### src/rtl/fir_tap_sequencer.sv
// FIR tap sequencer: accepts one sample per handshake, pulses the delay-line
// shift, walks the tap index across all coefficients with MAC enabled, then
// holds the result on a valid/ready output handshake.
module fir_tap_sequencer #(
  parameter int unsigned NUM_TAPS = 8,
  parameter int unsigned ADDR_W   = 3
) (
  input  logic              clk,
  input  logic              rst,
  input  logic              in_valid,
  output logic              in_ready,
  output logic              shift_en,
  output logic [ADDR_W-1:0] tap_idx,
  output logic              acc_clr,
  output logic              mac_en,
  output logic              out_valid,
  input  logic              out_ready,
  output logic [1:0]        state_o,
  output logic [15:0]       done_cnt
);

  typedef enum logic [1:0] {
    IDLE  = 2'd0,
    SHIFT = 2'd1,
    MAC   = 2'd2,
    OUT   = 2'd3
  } state_t;

  localparam logic [ADDR_W-1:0] LAST_TAP = ADDR_W'(NUM_TAPS - 1);

  state_t            state;
  logic [ADDR_W-1:0] tap_q;
  logic [15:0]       done_q;
  logic              run_ok;

  // Reset release passes through this flop ahead of the state register, so
  // the earliest acceptance is the second rising edge after rst rises.
  always_ff @(posedge clk or negedge rst) begin
    if (!rst) begin
      run_ok <= 1'b0;
    end else begin
      run_ok <= 1'b1;
    end
  end

  // Sequencer FSM with tap counter and completed-output counter.
  always_ff @(posedge clk or negedge rst) begin
    if (!rst) begin
      state  <= IDLE;
      tap_q  <= '0;
      done_q <= '0;
    end else begin
      case (state)
        IDLE: begin
          if (in_valid && run_ok) begin
            state <= SHIFT;
          end
        end
        SHIFT: begin
          state <= MAC;
          tap_q <= '0;
        end
        MAC: begin
          if (tap_q == LAST_TAP) begin
            state <= OUT;
            tap_q <= '0;
          end else begin
            tap_q <= tap_q + ADDR_W'(1);
          end
        end
        OUT: begin
          if (out_ready) begin
            done_q <= done_q + 16'd1;
            state  <= IDLE;
          end
        end
        default: begin
          state <= IDLE;
          tap_q <= '0;
        end
      endcase
    end
  end

  // Outputs decode only registered state; no input-to-output paths.
  always_comb begin
    in_ready  = (state == IDLE);
    shift_en  = (state == SHIFT);
    mac_en    = (state == MAC);
    acc_clr   = (state == MAC) && (tap_q == '0);
    out_valid = (state == OUT);
    tap_idx   = (state == MAC) ? tap_q : '0;
    state_o   = state;
    done_cnt  = done_q;
  end

endmodule
### config.mk
export PLATFORM = sky130hd
export DESIGN_NAME = fir_tap_sequencer
export DESIGN_NICKNAME = d
export VERILOG_FILES = /design/src/rtl/fir_tap_sequencer.sv
export SDC_FILE = /design/constraint.sdc
export NUM_CORES = 1
export LEC_CHECK = 0
export CORE_MARGIN = 8
export CORE_UTILIZATION = 52
export CTS_BUF_LIST = sky130_fd_sc_hd__clkbuf_8
export DETAILED_ROUTE_END_ITERATION = 6
export PLACE_DENSITY = 0.92
export SLEW_MARGIN = 5
export SYNTH_ARGS = -nofsm -noshare
export SYNTH_HDL_FRONTEND = slang
export SYNTH_SLANG_ARGS = --single-unit
### constraint.sdc
create_clock -name clk -period 4.2 [get_ports clk]
set_clock_uncertainty 0.2 [all_clocks]
set_input_delay 0.84 -clock clk [delete_from_list [all_inputs] [get_ports clk]]
set_output_delay 0.84 -clock clk [all_outputs]
set_load 0.005 [all_outputs]
==> impl_metrics.tcl <==
set metrics [dict create \
    synth.avg_cell_area_sq_um 11.3 \
    ys.flop_type "dfrtp_1" \
    drt-pass1-iter-count 4 \
    die_h_um 61.2 \
    drtIter0Drc 15 \
    drv_cap 0 \
    synthTopCellsByArea "dfrtp_1 52%, ha_1 9.4%, xnor2_1 8.2%" \
    ir_drop_uv 399 \
    async_flop_share_pct 100 \
    n_fill_cell 141 \
    vias 800 \
    rr_endpoint "done_cnt[11]" \
    worstSetupEndpointType "output port" \
    grt_pass1_vias 832 \
    synth_cells 94 \
    max_clock_freq_mhz 356 \
    arrival_ps 1770 \
    path_clk_slew_ps 80 \
    ys_types 21 \
    finalHoldViolations 0 \
    mappedNetlistArea_sq_um 1060 \
    wl_per_cell_um 15.2 \
    worst_pin_slew_ps 946 \
    r2r_cells 5 \
    power_density_nw_per_um2 496 \
    cts_root_buf "clkbuf_8" \
    synthesis.nets 106 \
    netlist.area_leader.share_pct 51.8 \
    final.min_clock_period_ps 2810 \
    globalplace.congestion 0.790 \
    rows 16 \
    cts_tree "yes" \
    rsz0062_at_grt "false" \
    slew_headroom_pct 36.7 \
    drive_gt1_share_pct 6.30 \
    synth_enable_flop_cells 0 \
    multi_input_area_sq_um 489 \
    holdWs_ps 275 \
    leakagePower_nw 0.646 \
    grt_pass1_wl_mm 3.88 \
    status "finished clean" \
    grt_use_total_pct 14.2 \
    insertion_delay_ps 260 \
    synth.ff_latch_count 22 \
    dieWidth_um 61.2 \
    min_path_type "flop to flop" \
    synth_commonest_cells "22 x dfrtp_1, 10 x xnor2_1, 8 x ha_1, 8 x nand2_1, 8 x nand3_1" \
    post_cts_buffers 0 \
    initial_core_util_pct 54.7 \
    regArea_sq_um 551 \
    drc 0 \
    gr-total-overflow 0 \
    required_ps 3160 \
    slew_viol_final 0 \
    cp-endpoint "acc_clr" \
    htree_levels 1 \
    core_sq_um 1940 \
    antenna_found_initial 0 \
    avgViaCountPerCell 5.19 \
    worstHoldStart "done_cnt[15]" \
    setup_tns_ps 0 \
    hpwl_mm 1.84 \
    clockBufferDepth 2 \
    yosysTopAreaCell "dfrtp_1" \
    crit_fanout 9 \
    critPathKind "flop to output port" \
    setup_viol_count_final 0 \
    cts_resized 0 \
    cts_num_sinks 22 \
    totalWireLength_mm 2.35 \
    ant_nets 0 \
    regToRegSetupSlack_ps 2230 \
    crit_path_start "state_o[0]" \
    dieArea_sq_um 3740 \
    pin_count 30 \
    antenna_cells 0 \
    synth_warnings 0 \
    area_growth_pct 35.7 \
    timing.final.crit_share_pct 66.9 \
    port_buffers 29 \
    grt_start_max_net_pins 23 \
    hold_buffers 0 \
    synth-seq-area-share_pct 51.8 \
    synth_most_common_cell "dfrtp_1" \
    reg2reg_from "state_o[0]" \
    final_nets 140 \
    worstSetupStartpointType "flop" \
    cts-buffers-inserted 3 \
]
[worst min-delay path by stage]
stage          depth (start not counted)  slack [ps]           end
3_3_place_gp                           1         260  done_cnt[15]
5_1_grt                                1         330  done_cnt[15]
4_1_cts                                1         280  done_cnt[15]
2_1_floorplan                          1         270  done_cnt[15]
6_report                               1         280  done_cnt[15]
3_5_place_dp                           1         270  done_cnt[15]
[area by class of cell]
| cell class | count | area share, % |
|---|---|---|
| tap | 27 | 2.34 |
| multi-input combinational | 66 | 33.9 |
| sequential | 22 | 38.2 |
| inverter | 6 | 1.56 |
| timing repair buffer | 29 | 20.1 |
| clock buffer | 4 | 3.82 |
[metal layers]
| metal | up-vias | wire [um] | share of wire (%) | track usage, % |
|---|---|---|---|---|
| met1 | 385 | 1010 | 43 | 15.9 |
| met3 | 6 | 196 | 8.3 | 5.64 |
| li1 | 383 | - | - | - |
| met4 | 0 | 31 | 1.3 | 7.31 |
| met5 | - | 0 | 0 | 0 |
| met2 | 26 | 1110 | 47 | 22.7 |
[power breakdown]
| group | switching, W | internal [W] | total [W] |
|---|---|---|---|
| Sequential | 0.0000400 | 0.000247 | 0.000287 |
| Clock | 0.0000649 | 0.0000835 | 0.000148 |
| Combinational | 0.000123 | 0.000156 | 0.000279 |
| Total | 0.000227 | 0.000487 | 0.000715 |
[flip-flops by register name, summed over array words and instances, names as in the netlist]
signal / count
done_cnt: 16
tap_q: 3
state_o: 2
run_ok: 1
[cells by family (layout without fill, tap and decap cells)]
logic type | count (synthesis) | count (layout) | share of synthesized area (%)
flip-flops | 22 | 22 | 51.8
AND/OR/NAND/NOR | 35 | 35 | 19.3
multiplexers | 1 | 1 | 1.06
AO/OA/AOI/OAI | 6 | 6 | 3.53
XOR/XNOR | 15 | 15 | 12.4
buffers and inverters | 6 | 39 | 2.12
other | 1 | 1 | 0.353
adder cells (fa/ha/maj) | 8 | 8 | 9.42
[worst max-delay path: stages (launching register included)]
cell and delay [ps]:
dfrtp_1 420, inv_1 100, ha_1 290, and3_1 190
clkdlybuf4s50_1 510
[metrics by stage]
stage	worst slack, ps	util [%]	cells	instance area, sq um	total power, W
final	1390	74.2	154	1440	0.000715
after global routing	1290	74.2	154	1440	0.000769
after CTS	1360	74.2	154	1440	0.000724
after detailed placement	1550	71.4	150	1390	0.000576
after global placement	1690	71.4	150	1390	0.000554
after floorplan	2210	-	94	1060	0.000421
[layout by cell type (no fill, tap or decap), drive strengths merged, types with 2 or more instances in the layout]
cell type	count
and2	3
and3	3
clkbuf	4
clkdlybuf4s50	29
dfrtp	22
ha	8
inv	6
nand2	8
nand3	10
nand4	2
nor2	2
nor2b	2
nor3	3
o21ai	4
xnor2	10
xor2	5
(Power assumes the default switching activity.)
